[config.mk]
export PLATFORM = sky130hd
export DESIGN_NAME = ppg_uart_tx_sched
export DESIGN_NICKNAME = d
export VERILOG_FILES = /design/src/rtl/ppg_uart_tx_sched.sv
export SDC_FILE = /design/constraint.sdc
export NUM_CORES = 1
export LEC_CHECK = 0
export BUFFER_PORTS_ARGS = -buffer_cell sky130_fd_sc_hd__buf_4
export CORE_ASPECT_RATIO = 0.9
export CORE_UTILIZATION = 38
export DETAILED_ROUTE_END_ITERATION = 10
export GPL_TIMING_DRIVEN = 0
export SETUP_SLACK_MARGIN = 0.1
export SKIP_CTS_REPAIR_TIMING = 1
export SYNTH_ARGS = -nofsm -noshare
export SYNTH_HDL_FRONTEND = slang
export SYNTH_SLANG_ARGS = --single-unit
[constraint.sdc]
create_clock -name clk -period 2.5 [get_ports clk]
set_input_delay 0.5 -clock clk [delete_from_list [all_inputs] [get_ports clk]]
set_output_delay 0.5 -clock clk [all_outputs]
set_load 0.1 [all_outputs]
[src/rtl/ppg_uart_tx_sched.sv]
// Takes every DECIM-th LED1/LED2 sample pair and sends it as a 7-byte frame over a shared byte UART.
// The frame bytes are: SYNC, then LED1 high/mid/low, then LED2 high/mid/low, with 2-bit tags 00/01 on the high bytes.
module ppg_uart_tx_sched #(
  parameter int         DATA_W  = 22,
  parameter int         DECIM   = 13,
  parameter logic [7:0] SYNC    = 8'hA5,
  parameter int         TIMEOUT = 65535
) (
  input  logic              clk,
  input  logic              reset_n,
  input  logic              in_new_samples,
  input  logic [DATA_W-1:0] in_led_one,
  input  logic [DATA_W-1:0] in_led_two,
  input  logic              in_tx_active,
  input  logic              in_tx_done,
  input  logic              in_clr_flags,
  output logic              out_tx_dv,
  output logic [7:0]        out_tx_byte,
  output logic              out_busy,
  output logic              out_overrun,
  output logic              out_timeout,
  output logic [7:0]        out_frame_cnt
);

  // state  | meaning
  // IDLE   | no frame; waiting for a decimation hit
  // LOAD   | present byte[byte_idx] to the UART and raise dv
  // REQ    | dv held until the UART reports active
  // WAIT   | waiting for the done rising edge of the current byte
  typedef enum logic [1:0] {S_IDLE, S_LOAD, S_REQ, S_WAIT} state_t;

  localparam int DCW = (DECIM > 1) ? $clog2(DECIM) : 1;
  localparam int TOW = (TIMEOUT > 1) ? $clog2(TIMEOUT) : 1;

  state_t         state_q, state_d;
  logic [DCW-1:0] decim_q, decim_d;
  logic [2:0]     idx_q, idx_d;
  logic [21:0]    led1_q, led1_d;
  logic [21:0]    led2_q, led2_d;
  logic           done_q;
  logic [TOW-1:0] tmr_q, tmr_d;
  logic           dv_q, dv_d;
  logic [7:0]     byte_q, byte_d;
  logic           busy_q, busy_d;
  logic           overrun_q, overrun_d;
  logic           timeout_q, timeout_d;
  logic [7:0]     frame_cnt_q, frame_cnt_d;

  logic hit;
  logic done_rise;
  logic overrun_set;
  logic timeout_set;

  function automatic logic [7:0] frame_byte(input logic [2:0] idx,
                                            input logic [21:0] a,
                                            input logic [21:0] b);
    case (idx)
      3'd0:    frame_byte = SYNC;
      3'd1:    frame_byte = {2'b00, a[21:16]};
      3'd2:    frame_byte = a[15:8];
      3'd3:    frame_byte = a[7:0];
      3'd4:    frame_byte = {2'b01, b[21:16]};
      3'd5:    frame_byte = b[15:8];
      3'd6:    frame_byte = b[7:0];
      default: frame_byte = 8'h00;
    endcase
  endfunction

  always_comb begin
    state_d     = state_q;
    decim_d     = decim_q;
    idx_d       = idx_q;
    led1_d      = led1_q;
    led2_d      = led2_q;
    tmr_d       = tmr_q;
    dv_d        = dv_q;
    byte_d      = byte_q;
    frame_cnt_d = frame_cnt_q;
    overrun_set = 1'b0;
    timeout_set = 1'b0;

    hit       = in_new_samples && (decim_q == DCW'(DECIM - 1));
    done_rise = in_tx_done && !done_q;

    // The decimator keeps counting while a frame is in flight, so hits stay evenly spaced.
    if (in_new_samples) begin
      decim_d = hit ? '0 : decim_q + DCW'(1);
    end

    case (state_q)
      S_IDLE: begin
        if (hit) begin
          led1_d  = 22'(in_led_one);
          led2_d  = 22'(in_led_two);
          state_d = S_LOAD;
        end
      end
      S_LOAD: begin
        byte_d  = frame_byte(idx_q, led1_q, led2_q);
        dv_d    = 1'b1;
        tmr_d   = TOW'(TIMEOUT - 1);
        state_d = S_REQ;
      end
      S_REQ: begin
        if (in_tx_active) begin
          dv_d    = 1'b0;
          tmr_d   = TOW'(TIMEOUT - 1);
          state_d = S_WAIT;
        end else if (tmr_q == '0) begin
          dv_d        = 1'b0;
          idx_d       = '0;
          timeout_set = 1'b1;
          state_d     = S_IDLE;
        end else begin
          tmr_d = tmr_q - TOW'(1);
        end
      end
      S_WAIT: begin
        if (done_rise) begin
          if (idx_q == 3'd6) begin
            idx_d       = '0;
            frame_cnt_d = frame_cnt_q + 8'd1;
            state_d     = S_IDLE;
          end else begin
            idx_d   = idx_q + 3'd1;
            state_d = S_LOAD;
          end
        end else if (tmr_q == '0) begin
          idx_d       = '0;
          timeout_set = 1'b1;
          state_d     = S_IDLE;
        end else begin
          tmr_d = tmr_q - TOW'(1);
        end
      end
      default: begin
        dv_d    = 1'b0;
        idx_d   = '0;
        state_d = S_IDLE;
      end
    endcase

    if (hit && (state_q != S_IDLE)) begin
      overrun_set = 1'b1;
    end

    // A set event in the same cycle as a clear leaves the flag set.
    overrun_d = overrun_set || (overrun_q && !in_clr_flags);
    timeout_d = timeout_set || (timeout_q && !in_clr_flags);
    busy_d    = (state_d != S_IDLE);
  end

  always_ff @(posedge clk) begin
    if (!reset_n) begin
      state_q     <= S_IDLE;
      decim_q     <= '0;
      idx_q       <= '0;
      led1_q      <= '0;
      led2_q      <= '0;
      done_q      <= 1'b0;
      tmr_q       <= '0;
      dv_q        <= 1'b0;
      byte_q      <= '0;
      busy_q      <= 1'b0;
      overrun_q   <= 1'b0;
      timeout_q   <= 1'b0;
      frame_cnt_q <= '0;
    end else begin
      state_q     <= state_d;
      decim_q     <= decim_d;
      idx_q       <= idx_d;
      led1_q      <= led1_d;
      led2_q      <= led2_d;
      done_q      <= in_tx_done;
      tmr_q       <= tmr_d;
      dv_q        <= dv_d;
      byte_q      <= byte_d;
      busy_q      <= busy_d;
      overrun_q   <= overrun_d;
      timeout_q   <= timeout_d;
      frame_cnt_q <= frame_cnt_d;
    end
  end

  assign out_tx_dv     = dv_q;
  assign out_tx_byte   = byte_q;
  assign out_busy      = busy_q;
  assign out_overrun   = overrun_q;
  assign out_timeout   = timeout_q;
  assign out_frame_cnt = frame_cnt_q;

endmodule

==> flow_summary_export.csv <==
group,metric,value,unit
cts,cts_sinks,90,
critical_path,slowest_stage,"dfxtp_1",
final_layout,mostFrequentLayoutCells,"108 x nand2_1, 90 x dfxtp_1, 71 x buf_4",
drt,drc_errors,0,
worst_hold_path,whs_endpoint,"led1_q[21]$_SDFFE_PN0P_",
synth,seq_area_frac_synth,0.422,
placed_design,place_hpwl,8700,µm
synth,ys_seq_elements,90,
cts,cts_buffer_depth,2,
die,rows,36,
final_layout,mostFrequentLayoutCell,"nand2_1",
drt,vias_per_cell,5.30,
critical_path,max_fo_critical_path,10,
pwr,fin_total_pwr,2.86,mW
timing,achievable-frequency,448,MHz
synth,yosys_most_used_dff,"dfxtp_1",
critical_path,cp_cell_sequence,"clkbuf_1 > clkbuf_4 > inv_1 > ha_1 > buf_1 > a32o_1 > a211oi_1 > o21ai_0",
critical_path,endpoint_kind,"flop",
critical_path,cp_data_required_time,2.74,ns
pwr,pwr_density_cell,540,nW/µm²
synth,synth-async-reset-ratio,0,
critical_path,rr_startpoint,"idx_q[2]$_SDFFE_PN0P_",
pwr,ir_worst_vdd,0.475,mV
final_layout,finish.utilization,0.486,
drt,route.vias.total,4058,
die,die_w,114,µm
worst_hold_path,worstHoldPathCells,3,
synth,synthCells,527,
pwr,static_leak,1.97,nW
synth,syn_nets,582,
critical_path,worstSetupStartpoint,"idx_q[2]$_SDFFE_PN0P_",
run_status,run_status,"complete, no violations",
cts,root_driver,"clkbuf_16",
worst_hold_path,hold_class,"primary input to flop",
drt,detail-route-antenna-nets,0,
cts,worstSkewPairLatency,0.36,ns
timing,final-max-slew-violation-count,0,
synth,postSynthAreaPerCell,8.10,µm²
placed_design,place_inst,748,
timing,period_share,0.893,
placed_design,post_dp_cell_area,4980,µm²
worst_hold_path,worstHoldStart,"in_led_one[21]",
die,fp.dieArea,11700,µm²
synth,synth_edf_count,0,
timing,rsz_0062_raised_after_global_routing,"no",
grt,gr-total-overflow,0,
critical_path,worstSetupPathType,"flop to flop",
critical_path,timing.reg2reg.setup_slack,0.27,ns
timing,timing.clock.skew,0.00998,ns
final_layout,antennaDiodeCount,0,
die,floorplan.initialDensity,0.392,
critical_path,r2r_cells,8,
job,max_cap_viol_count,0,
critical_path,worstReg2RegEnd,"out_tx_byte[4]$_SDFFE_PN0P_",
critical_path,worst_setup_path_start_kind,"flop",
timing,max-slew-margin-rel,0.579,
timing,finalSetupViolations,0,
final_layout,drive_gt1_frac,0.191,
drt,first_iter_violations,271,
synth,distinct_cell_type_count_after_synthesis,64,
drt,wire_per_inst,15.6,µm
grt,grt_start_max_net_pins,16,
drt,drt-pass1-iter-count,5,
final_layout,finalNonFillerCells,766,
die,floorplan.io_pins,70,
grt,number_of_global_route_vias_before_repair,3821,
cts,htree_levels,3,
die,placeableCoreArea,10900,µm²
cts,clkSlewWorstSetupHoldPaths,0.07,ns
cts,numCtsBuffers,9,
timing,finalWorstPathRequiredPeriod,2.23,ns
grt,gr-usage-all-layers,0.218,
critical_path,worst_ep_arrival_time,2.47,ns
timing,final.hold.worst_slack,0.385,ns
synth,netlist_area,4270,µm²
final_layout,post_synthesis_to_final_layout_area_growth,24.0,%
final_layout,fillerInstances,1121,
critical_path,max_stage_delay,0.31,ns
final_layout,postLayoutCellArea,5300,µm²
timing,max_slew.worst_pin.slew,0.631,ns
timing,hold_violations,0,
grt,antenna_found_initial,0,
drt,route.final.wire_length,11900,µm
die,die_height,103,µm
grt,grt_first_pass_wirelength,19400,µm
placed_design,io_buffers,69,
final_layout,layout.nets,664,
placed_design,routabilityCongestion,0.808,
synth,synthesis.yosys.warnings,0,
cts,tritoncts_clock_tree,"done",
-- synth_stat cells, types with 3 or more instances --
cell | count | share of area
a211oi_1 | 11 | 0.019
a21o_1 | 3 | 0.0053
a21oi_1 | 63 | 0.074
a221oi_1 | 3 | 0.0062
a22o_1 | 4 | 0.0082
a22oi_1 | 4 | 0.0070
a31oi_1 | 6 | 0.0088
and2_1 | 3 | 0.0044
and3_1 | 7 | 0.010
and4_1 | 4 | 0.0082
buf_1 | 3 | 0.0026
clkbuf_1 | 30 | 0.026
dfxtp_1 | 90 | 0.42
ha_1 | 5 | 0.015
inv_1 | 21 | 0.018
mux2_2 | 4 | 0.011
mux2i_1 | 6 | 0.014
nand2_1 | 108 | 0.095
nand2b_1 | 8 | 0.012
nand3_1 | 9 | 0.011
nand3b_1 | 7 | 0.012
nand4_1 | 5 | 0.0073
nor2_1 | 17 | 0.015
nor2b_1 | 9 | 0.013
nor3_1 | 10 | 0.012
nor4_1 | 12 | 0.018
nor4_2 | 3 | 0.0088
o211a_1 | 3 | 0.0070
o211ai_1 | 3 | 0.0053
o21ai_0 | 17 | 0.020
or4_4 | 3 | 0.0079
xnor2_1 | 5 | 0.010
-- power breakdown --
part           switching [mW]  total [mW]  leakage (nW)  internal, mW
combinational          0.0535       0.114          1.11        0.0603
clock                   0.598        1.30         0.136         0.706
sequential            0.00378        1.44         0.725          1.44
-- worst max-delay path: cells and delay by family, from the launching register on --
kind / cells / cell delay (ns)
DFF: 1 / 0.31
AOI/OAI and AO/OA: 3 / 0.66
buffers and inverters: 4 / 0.93
adders and majority gates: 1 / 0.21
-- worst max-delay path by stage --
stage,end,cells past startpoint,slack [ns]
final,out_tx_byte[4]$_SDFFE_PN0P_,8,0.27
after global routing,out_busy$_SDFF_PN0_,6,0.10
after CTS,out_tx_byte[1]$_SDFFE_PN0P_,8,-0.21
after detailed placement,out_tx_byte[1]$_SDFFE_PN0P_,8,-0.20
after global placement,out_tx_byte[3]$_SDFFE_PN0P_,8,-0.07
after floorplan,out_tx_byte[1]$_SDFFE_PN0P_,8,0.49
-- layout make-up --
cell class / instances / area, µm² / share of cell area
plain buffers: 35 / 144 / 0.0272
clock buffers: 11 / 243 / 0.0458
clock inverters: 5 / 38.8 / 0.00732
inverters: 22 / 82.6 / 0.0156
multi-input cells: 380 / 2260 / 0.427
flip-flops and latches: 90 / 1800 / 0.340
well taps: 152 / 190 / 0.0359
repair buffers: 71 / 533 / 0.101
-- state kept, by name (all words and copies together) (netlist names), 2 cells and up --
signal / count
led1_q: 22
led2_q: 22
tmr_q: 16
out_frame_cnt: 8
out_tx_byte: 8
decim_q: 4
idx_q: 3
state_q: 2
-- cells by family (layout without fill, tap and decap cells) --
logic type / after synthesis / after routing / share of synthesized area
muxes: 10 / 10 / 0.0246
and+or+nand+nor: 221 / 221 / 0.272
xor gates and xnor gates: 5 / 5 / 0.0103
buffers and inverters: 57 / 144 / 0.0507
adders and majority gates: 5 / 5 / 0.0146
AOI/OAI and AO/OA: 139 / 139 / 0.206
DFF: 90 / 90 / 0.422
-- through the flow --
step           setup WS, ns  TNS [ns]
6_report              0.268         0
5_1_grt               0.103         0
4_1_cts              -0.213    -0.686
3_5_place_dp         -0.202    -0.624
3_3_place_gp        -0.0688    -0.138
2_1_floorplan         0.493         0
-- layer usage --
layer,share of wire,wire length (µm),up-vias,track usage
li1,-,-,2054,-
met1,0.46,5490,1876,0.278
met2,0.46,5520,106,0.348
met3,0.047,558,22,0.0482
met4,0.030,361,0,0.115
met5,0,0,-,0
No activity file was read; power rests on OpenSTA's default activity.
